`config.mk`:
```
export PLATFORM = sky130hd
export DESIGN_NAME = clkdiv_cfg_sched
export DESIGN_NICKNAME = d
export VERILOG_FILES = /design/src/rtl/clkdiv_pkg.sv /design/src/rtl/clkdiv_cfg_sched_rr_arb.sv /design/src/rtl/clkdiv_cfg_sched.sv
export SDC_FILE = /design/constraint.sdc
export NUM_CORES = 1
export LEC_CHECK = 0
export CAP_MARGIN = 20
export CORE_ASPECT_RATIO = 0.7
export CORE_MARGIN = 2
export CORE_UTILIZATION = 47
export CTS_CLUSTER_DIAMETER = 120
export DETAILED_ROUTE_END_ITERATION = 8
export GPL_ROUTABILITY_DRIVEN = 1
export PLACE_DENSITY = 0.88
export SLEW_MARGIN = 20
export SYNTH_ARGS = -nofsm -noshare
export SYNTH_HDL_FRONTEND = slang
export SYNTH_HIERARCHICAL = 1
export SYNTH_SLANG_ARGS = --single-unit
export TNS_END_PERCENT = 30
```
`constraint.sdc`:
```
create_clock -name clk10 -period 3.3 [get_ports clk10]
set_input_delay 0.99 -clock clk10 [delete_from_list [all_inputs] [get_ports clk10]]
set_output_delay 0.99 -clock clk10 [all_outputs]
set_load 0.05 [all_outputs]
```
`src/rtl/clkdiv_pkg.sv`:
```
`default_nettype none
// +--------------------------------------------------------------------------+
// | Package  : clkdiv_pkg                                                      |
// | Purpose  : Shared types and constants for the clock-divider configuration |
// |            scheduler: FSM state encoding, divider configuration record,   |
// |            reset (power-on) divider setting and the range-check helper.   |
// | Contents : state_t     - scheduler FSM state (3-bit explicit encoding)    |
// |            cfg_t       - {div, high} divider configuration                |
// |            CFG_RESET   - divide-by-10, 4 cycles high                      |
// |            cfg_is_valid- range check for a requested configuration        |
// | Revision : 1.0 - initial release                                          |
// +--------------------------------------------------------------------------+
package clkdiv_pkg;

  // Fields of cfg_t are held at this width; the scheduler's DIV_W must not
  // exceed it. Narrower requests are zero-extended on capture.
  localparam int CFG_MAX_W = 16;

  localparam int DEFAULT_DIV  = 10;
  localparam int DEFAULT_HIGH = 4;

  typedef enum logic [2:0] {
    ST_IDLE   = 3'd0,
    ST_GRANT  = 3'd1,
    ST_CHECK  = 3'd2,
    ST_ISSUE  = 3'd3,
    ST_SETTLE = 3'd4,
    ST_DONE   = 3'd5
  } state_t;

  typedef struct packed {
    logic [CFG_MAX_W-1:0] div;
    logic [CFG_MAX_W-1:0] high;
  } cfg_t;

  localparam cfg_t CFG_RESET = '{
    div:  CFG_MAX_W'(DEFAULT_DIV),
    high: CFG_MAX_W'(DEFAULT_HIGH)
  };

  // A divider needs at least two source cycles per period, and both the high
  // and low phases must be at least one cycle long.
  function automatic logic cfg_is_valid(input cfg_t c);
    return (c.div >= CFG_MAX_W'(2)) &&
           (c.high != '0) &&
           (c.high < c.div);
  endfunction

endpackage
`default_nettype wire

```
`src/rtl/clkdiv_cfg_sched_rr_arb.sv`:
```
`default_nettype none
// +--------------------------------------------------------------------------+
// | Module   : rr_arb                                                          |
// | Purpose  : Round-robin arbiter. Combinationally selects the first set     |
// |            request at or after the rotating pointer (wrapping mod NREQ);  |
// |            the pointer moves to one past the granted index on upd.        |
// | Ports    : clk10   in  clock                                               |
// |            rst_n   in  synchronous active-low reset (pointer -> 0)        |
// |            req     in  [NREQ] request vector                              |
// |            upd     in  advance pointer past upd_idx this cycle            |
// |            upd_idx in  [IDX_W] index that was granted                     |
// |            any     out at least one request is set                        |
// |            win     out [IDX_W] winning index (valid when any)             |
// | Revision : 1.0 - initial release                                          |
// +--------------------------------------------------------------------------+
module rr_arb #(
  parameter int NREQ = 4
) (
  input  logic                      clk10,
  input  logic                      rst_n,
  input  logic [NREQ-1:0]           req,
  input  logic                      upd,
  input  logic [$clog2(NREQ)-1:0]   upd_idx,
  output logic                      any,
  output logic [$clog2(NREQ)-1:0]   win
);

  localparam int IDX_W = $clog2(NREQ);

  logic [IDX_W-1:0] ptr_q;
  logic [IDX_W-1:0] ptr_d;
  logic             found;

  always_ff @(posedge clk10) begin
    if (!rst_n) begin
      ptr_q <= '0;
    end else begin
      ptr_q <= ptr_d;
    end
  end

  // Explicit wrap so non-power-of-two NREQ never leaves the pointer out of range.
  always_comb begin
    ptr_d = ptr_q;
    if (upd) begin
      ptr_d = (upd_idx == IDX_W'(NREQ - 1)) ? '0 : upd_idx + 1'b1;
    end
  end

  // Scan NREQ positions starting at the pointer; the first hit wins.
  always_comb begin
    win   = '0;
    found = 1'b0;
    for (int k = 0; k < NREQ; k++) begin
      if (!found && req[(int'(ptr_q) + k) % NREQ]) begin
        found = 1'b1;
        win   = IDX_W'((int'(ptr_q) + k) % NREQ);
      end
    end
  end

  assign any = |req;

endmodule
`default_nettype wire

```
`src/rtl/clkdiv_cfg_sched.sv`:
```
`default_nettype none
// +--------------------------------------------------------------------------+
// | Module   : clkdiv_cfg_sched                                                |
// | Purpose  : Arbitrates divide-ratio / duty reconfiguration requests from   |
// |            NREQ clients and sequences them onto the programmable clock    |
// |            divider: round-robin grant, range check, valid/ready offer,    |
// |            settle window, then a per-request completion pulse.            |
// | Ports    : clk10     in  divided-domain clock                             |
// |            rst_n     in  synchronous active-low reset                     |
// |            req       in  [NREQ] level requests, held until own done       |
// |            req_div   in  [NREQ*DIV_W] requested divide ratios             |
// |            req_high  in  [NREQ*DIV_W] requested high-phase lengths        |
// |            gnt       out [NREQ] one-hot pulse when operands are latched   |
// |            done      out completion pulse                                 |
// |            done_id   out requester index qualified by done                |
// |            done_err  out qualified by done: rejected or timed out         |
// |            cfg_valid out configuration offer to the divider               |
// |            cfg_div   out offered divide ratio                             |
// |            cfg_high  out offered high count                               |
// |            cfg_ready in  divider accepts at its period boundary           |
// |            cur_div   out last accepted divide ratio                       |
// |            cur_high  out last accepted high count                         |
// |            busy      out FSM not idle                                     |
// | Revision : 1.0 - initial release                                          |
// +--------------------------------------------------------------------------+
module clkdiv_cfg_sched
  import clkdiv_pkg::*;
#(
  parameter int NREQ        = 4,
  parameter int DIV_W       = 8,
  parameter int SETTLE_CYC  = 4,
  parameter int TIMEOUT_CYC = 16
) (
  input  logic                      clk10,
  input  logic                      rst_n,
  input  logic [NREQ-1:0]           req,
  input  logic [NREQ*DIV_W-1:0]     req_div,
  input  logic [NREQ*DIV_W-1:0]     req_high,
  output logic [NREQ-1:0]           gnt,
  output logic                      done,
  output logic [$clog2(NREQ)-1:0]   done_id,
  output logic                      done_err,
  output logic                      cfg_valid,
  output logic [DIV_W-1:0]          cfg_div,
  output logic [DIV_W-1:0]          cfg_high,
  input  logic                      cfg_ready,
  output logic [DIV_W-1:0]          cur_div,
  output logic [DIV_W-1:0]          cur_high,
  output logic                      busy
);

  localparam int IDX_W   = $clog2(NREQ);
  localparam int CNT_MAX = (TIMEOUT_CYC > SETTLE_CYC) ? TIMEOUT_CYC : SETTLE_CYC;
  localparam int CNT_W   = $clog2(CNT_MAX + 1);

  // ISSUE gives up after TIMEOUT_CYC offer cycles (counter values 0..TIMEOUT_CYC-1).
  localparam logic [CNT_W-1:0] TIMEOUT_LAST = CNT_W'(TIMEOUT_CYC - 1);
  // SETTLE counts 0..SETTLE_CYC-1 as the settle window and leaves on the
  // cycle after, so the divider has SETTLE_CYC full cycles at the new ratio.
  localparam logic [CNT_W-1:0] SETTLE_LAST  = CNT_W'(SETTLE_CYC);

  // ---------------------------------------------------------------------------
  // Per-requester operand views
  // ---------------------------------------------------------------------------
  logic [DIV_W-1:0] req_div_a  [NREQ];
  logic [DIV_W-1:0] req_high_a [NREQ];

  for (genvar gi = 0; gi < NREQ; gi++) begin : g_unpack
    assign req_div_a[gi]  = req_div[gi*DIV_W +: DIV_W];
    assign req_high_a[gi] = req_high[gi*DIV_W +: DIV_W];
  end

  // ---------------------------------------------------------------------------
  // Registers
  // ---------------------------------------------------------------------------
  state_t           state_q, state_d;
  logic [IDX_W-1:0] win_q,   win_d;    // arbitration result carried into GRANT
  logic [IDX_W-1:0] id_q,    id_d;     // requester being serviced
  cfg_t             op_q,    op_d;     // latched request operands
  cfg_t             cur_q,   cur_d;    // configuration the divider is running
  logic             err_q,   err_d;
  logic [CNT_W-1:0] cnt_q,   cnt_d;    // shared by ISSUE timeout and SETTLE

  logic             arb_any;
  logic [IDX_W-1:0] arb_win;
  logic             arb_upd;

  rr_arb #(
    .NREQ (NREQ)
  ) u_rr_arb (
    .clk10   (clk10),
    .rst_n   (rst_n),
    .req     (req),
    .upd     (arb_upd),
    .upd_idx (win_q),
    .any     (arb_any),
    .win     (arb_win)
  );

  // ---------------------------------------------------------------------------
  // State register
  // ---------------------------------------------------------------------------
  always_ff @(posedge clk10) begin
    if (!rst_n) begin
      state_q <= ST_IDLE;
      win_q   <= '0;
      id_q    <= '0;
      op_q    <= CFG_RESET;
      cur_q   <= CFG_RESET;
      err_q   <= 1'b0;
      cnt_q   <= '0;
    end else begin
      state_q <= state_d;
      win_q   <= win_d;
      id_q    <= id_d;
      op_q    <= op_d;
      cur_q   <= cur_d;
      err_q   <= err_d;
      cnt_q   <= cnt_d;
    end
  end

  // ---------------------------------------------------------------------------
  // Next-state logic
  // ---------------------------------------------------------------------------
  always_comb begin
    state_d = state_q;
    win_d   = win_q;
    id_d    = id_q;
    op_d    = op_q;
    cur_d   = cur_q;
    err_d   = err_q;
    cnt_d   = cnt_q;
    arb_upd = 1'b0;

    unique case (state_q)
      ST_IDLE: begin
        if (arb_any) begin
          win_d   = arb_win;
          state_d = ST_GRANT;
        end
      end

      // Operands are captured here, one cycle after arbitration, which is the
      // cycle gnt is visible to the requester.
      ST_GRANT: begin
        id_d      = win_q;
        op_d.div  = CFG_MAX_W'(req_div_a[win_q]);
        op_d.high = CFG_MAX_W'(req_high_a[win_q]);
        arb_upd   = 1'b1;
        state_d   = ST_CHECK;
      end

      ST_CHECK: begin
        cnt_d = '0;
        if (!cfg_is_valid(op_q)) begin
          err_d   = 1'b1;
          state_d = ST_DONE;
        end else if (op_q == cur_q) begin
          // Already running this configuration: complete without a handshake.
          err_d   = 1'b0;
          state_d = ST_DONE;
        end else begin
          err_d   = 1'b0;
          state_d = ST_ISSUE;
        end
      end

      // Transfer is tested before timeout so acceptance in the last allowed
      // cycle still counts.
      ST_ISSUE: begin
        if (cfg_ready) begin
          cur_d   = op_q;
          cnt_d   = '0;
          state_d = ST_SETTLE;
        end else if (cnt_q == TIMEOUT_LAST) begin
          err_d   = 1'b1;
          state_d = ST_DONE;
        end else begin
          cnt_d = cnt_q + 1'b1;
        end
      end

      ST_SETTLE: begin
        if (cnt_q == SETTLE_LAST) begin
          err_d   = 1'b0;
          state_d = ST_DONE;
        end else begin
          cnt_d = cnt_q + 1'b1;
        end
      end

      ST_DONE: begin
        state_d = ST_IDLE;
      end

      default: begin
        state_d = ST_IDLE;
      end
    endcase
  end

  // ---------------------------------------------------------------------------
  // Outputs (decoded from registered state so reset clears them immediately)
  // ---------------------------------------------------------------------------
  always_comb begin
    gnt = '0;
    if (state_q == ST_GRANT) begin
      gnt[win_q] = 1'b1;
    end
    done      = (state_q == ST_DONE);
    done_id   = id_q;
    done_err  = (state_q == ST_DONE) && err_q;
    cfg_valid = (state_q == ST_ISSUE);
    cfg_div   = op_q.div[DIV_W-1:0];
    cfg_high  = op_q.high[DIV_W-1:0];
    cur_div   = cur_q.div[DIV_W-1:0];
    cur_high  = cur_q.high[DIV_W-1:0];
    busy      = (state_q != ST_IDLE);
  end

endmodule
`default_nettype wire

```
; Word-level counts from Yosys, hierarchy flattened
; Index checks and enable logic that the tools add are counted.
[totals]
mem_bits_rw = 0
output_inout_bits = 42
latch_bits = 0
mem_count = 0
mem_bits_ro = 0
ff_bits = 47
word_cells = 112
[op_classes]
add_sub_neg = 5
multipliers = 0
n_eq_ne = 16
n_reduce_logical = 23
bitwise_logic = 4
mux = 45
magnitude_cmp = 9
n_div = 0
shift = 0
[op_table]
columns = op, count
row1 = $bmux W8 S2, 2
row2 = $mux W8, 4
row3 = $mux W3, 6
row4 = $eq A16 B16 Y1, 1
row5 = $mux W1, 16
row6 = $reduce_bool A16 Y1, 1
row7 = $mux W5, 3
row8 = $pmux W3 S5, 1
row9 = $pmux W5 S3, 1
row10 = $lt A3 B4 Y1 const B, 3
row11 = $mux W2, 5
row12 = $bmux W1 S2, 4
row13 = $ge A8 B2 Y1 const B, 1
row14 = $lt A8 B8 Y1, 1
row15 = $ne A2 B2 Y1 const B, 4
row16 = $logic_and A1 B1 Y1, 7
row17 = $eq A3 B2 Y1 const B, 2
row18 = $eq A3 B3 Y1 const B, 2
row19 = $lt A2 B3 Y1 const B, 2
row20 = $reduce_and A3 Y1, 2
row21 = $reduce_bool A3 Y1, 2
row22 = $reduce_or A2 Y1, 3
row23 = $add A5 B1 Y5 const B, 1
row24 = $eq A5 B3 Y1 const B, 1
row25 = other kinds (20), 27

; Logic depth before layout (Yosys ltp)
[logic_depth]
ltp_word = 14
depth_mapped = 8
depth_no_buf = 8

; By module
; The synthesis kept the hierarchy.
[by_module_without_submodules]
columns = module, seq_area_each_um2, instances, area_each_um2, cells_per_inst
row1 = clkdiv_cfg_sched, 900.9, 1, 2622.5, 290
row2 = rr_arb, 40.0, 1, 161.4, 20

; Worst setup path before layout
; Ideal clock, no wire load.
[synth_path]
path_kind = register to output
from = register state_q[1]
to = output port gnt[1]
arrival_time_ps = 2237
path_stages_with_launch = 5
required_time_ps = 2310
slack_ps = 73
cell_sequence = dfxtp_1 -> or3b_1 -> buf_2 -> clkbuf_1 -> nor3b_1
[synth_between]
elab_chain_cells = 2
[synth_rtl]
columns = element, line
row1 = from (decl), clkdiv_cfg_sched.sv:76  ; state_t state_q, state_d;
row2 = from (signal assigned), clkdiv_cfg_sched.sv:113  ; state_q <= state_d;
row3 = $eq A3 B1 Y1, clkdiv_cfg_sched.sv:208  ; if (state_q == ST_GRANT) begin
row4 = $mux W4, clkdiv_cfg_sched.sv:208
row5 = to (decl), clkdiv_cfg_sched.sv:39  ; output logic [NREQ-1:0] gnt,
; Every way passes these cells.

; Final worst setup path
[layout_path]
from = register state_q[0]
to = output port done_err
[layout_between]
elab_chain_cells = 2
[layout_rtl]
columns = element, line
row1 = $eq A3 B3 Y1, clkdiv_cfg_sched.sv:213  ; done_err = (state_q == ST_DONE) && err_q;
row2 = $logic_and A1 B1 Y1, clkdiv_cfg_sched.sv:213
row3 = to (decl), clkdiv_cfg_sched.sv:42  ; output logic done_err,
; Every way passes these cells.

==> impl_metrics.json <==
{
  "run_status": "finished clean",
  "holdWs_ns": 0.4833,
  "max_freq_ghz": 0.3287,
  "yosysWarnings": 6,
  "synth.area.top_cells": "dfxtp_1 (34%), mux4_2 (13%), nand2_1 (9.7%)",
  "dp.cells": 487,
  "fillCellCount": 415,
  "p_per_area_nw_per_um2": 700.4,
  "antenna_cells": 0,
  "synthArstFlopShare": 0,
  "first_iter_violations": 109,
  "synth-main-ff-cell": "dfxtp_1",
  "finish.instance_area_um2": 4131,
  "multiInputGateArea_um2": 1719,
  "setup_slack_ns": 0.2573,
  "grt_first_pass_wirelength_um": 12250,
  "cts-resized-gates": 0,
  "clock_sinks": 47,
  "yosys_register_bits": 47,
  "gp_congestion": 0.8480,
  "fin_util": 0.7214,
  "dr.pass1.iters": 4,
  "p_leak_nw": 1.615,
  "dp_hpwl_um": 6014,
  "routedWlPerCell_um": 15.55,
  "viasPerCell": 5.411,
  "antenna_left": 0,
  "clk_path_buf_depth": 2,
  "die_h_um": 68.39,
  "syn_area_um2": 2784,
  "crit_path_end_kind": "output pin",
  "finalCritPeriodShare": 0.9220,
  "cp_slowest_cell": "clkdlybuf4s50_1",
  "post_synth.cell_area_avg_um2": 8.980,
  "areaGrowthSynthToFinish_pct": 48.40,
  "top_layer_used": "met4",
  "clk_pin_slew_ns": 0.09,
  "required_ns": 2.31,
  "hold_violations": 0,
  "worstPathArrival_ns": 2.05,
  "relSlewSlack": 0.5507,
  "crit_chain": "and3b_1 > and2_1 > clkdlybuf4s50_1",
  "netlist_top_cells_count": "nand2_1 (72), dfxtp_1 (47), a21boi_0 (28)",
  "synth-edff-count": 0,
  "yosys.area.top_type": "dfxtp_1",
  "path_class": "register to output pin",
  "synth_top_cell_area_share": 0.3380,
  "cts_setup_buffers": 0,
  "total_power_mw": 2.894,
  "hold_path_class": "register to register",
  "worst_pin_slew_ns": 0.6718,
  "fin_nets": 501,
  "wl_met2_um": 3539,
  "route.met3.wl_um": 655,
  "overflow": 0,
  "critPathLaunchType": "register",
  "tns_ns": 0,
  "finalSetupViolCount": 0,
  "grt_use_total": 0.2429,
  "fin_skew_ns": 0.005599,
  "fin_cells": 494,
  "peakVddDrop_mv": 0.4502,
  "drive_gt1_frac": 0.08353,
  "syn_inst": 310,
  "die_area_um2": 6564,
  "vias": 2673,
  "cpPeakStageDelay_ns": 0.79,
  "die_w_um": 95.99,
  "drc": 0,
  "drt-met1-wl_um": 3443,
  "max_cap_viol_count": 0,
  "synth_cell_type_count": 42,
  "start_util": 0.4861,
  "clock_latency_ns": 0.30,
  "antenna_found_initial": 0,
  "rsz0062_at_grt": "no",
  "cts_tree": "yes",
  "pre_cts_slack_ns": 0.5855,
  "portBuffers": 112,
  "ff_latch_area_um2": 940.9,
  "synth-seq-area-share": 0.3380,
  "ctsHtreeMaxLevel": 2,
  "drv_slew": 0,
  "cp_max_fo": 15,
  "synth_fp_nets": 392,
  "coreArea_um2": 5727,
  "cts-hold-fix-buffers": 0,
  "routed_wl_um": 7684,
  "cts_root_buf": "clkbuf_8",
  "row_count": 23,
  "grt_max_degree": 26,
  "synth.most_common_cell": "nand2_1",
  "placed_cell_area_um2": 4029,
  "timing.final.crit_period_ns": 3.043,
  "grt_pass1_vias": 2574,
  "io_pins": 113,
  "cts_buffers": 5
}
==> cell usage in the layout (no fill, tap or decap), types with 4 or more instances in the layout <==
cell	netlist	layout
xor2_1	18	18
mux4_2	16	16
or4_1	4	4
o211ai_1	6	6
buf_4	0	5
mux2i_1	5	5
nand3_1	5	5
o21ai_0	5	5
nand2_1	72	72
inv_1	15	15
nor4_1	5	5
clkdlybuf4s50_1	0	108
nor2_1	10	10
ha_1	11	11
a21boi_0	28	28
nor2b_1	5	5
dfxtp_1	47	47
buf_12	0	5
a21oi_1	5	5
clkbuf_8	0	5
==> where the power goes <==
part           total [mW]  leakage (nW)  switching, mW  internal [mW]
Combinational        1.59          1.18          0.912          0.682
Clock               0.412        0.0513          0.190          0.222
Sequential          0.887         0.383          0.200          0.687
Total                2.89          1.62           1.30           1.59
==> worst paths after layout <==
check	from	endpoint	slack, ns	cells after the start
worst min register to register	done_id[0]	done_id[0]	0.48	2
worst max-delay path	state_q[0]	done_err	0.26	3
worst max register to register	cfg_div[5]	err_q	1.15	7
worst min-delay path	done_id[0]	done_id[0]	0.48	2
==> flip-flops by register name, summed over array words and instances, names as in the netlist <==
name,flops
win_q,2
u_rr_arb/ptr_q,2
cur_high,8
done_id,2
cfg_high,8
cnt_q,5
state_q,3
err_q,1
cur_div,8
cfg_div,8
==> critical path, delay by kind of cell (launching register included) <==
family	cells	cell delay (ns)
simple gates	2	0.39
buf+inv	1	0.79
flops	1	0.57
==> cell families after synthesis <==
kind of cell,after synthesis,share of synthesized area
simple gates,124,0.2112
compound gates,57,0.1497
xor+xnor,19,0.05978
flops,47,0.3380
buf+inv,31,0.04449
fa+ha+maj,11,0.04944
mux,21,0.1474
==> area by class of cell <==
class	count	share of cell area
clock buffer	6	0.01757
clock inverter	1	0.007268
inverter	15	0.01363
multi-input combinational	232	0.4161
sequential	47	0.2277
tap	75	0.02271
timing repair buffer	118	0.2950
==> metal layers <==
| layer | vias up | track usage |
|---|---|---|
| li1 | 1305 | - |
| met1 | 1246 | 0.3347 |
| met2 | 116 | 0.3880 |
| met3 | 6 | 0.06388 |
| met4 | 0 | 0.04643 |
| met5 | - | 0 |
(Power assumes the default switching activity.)
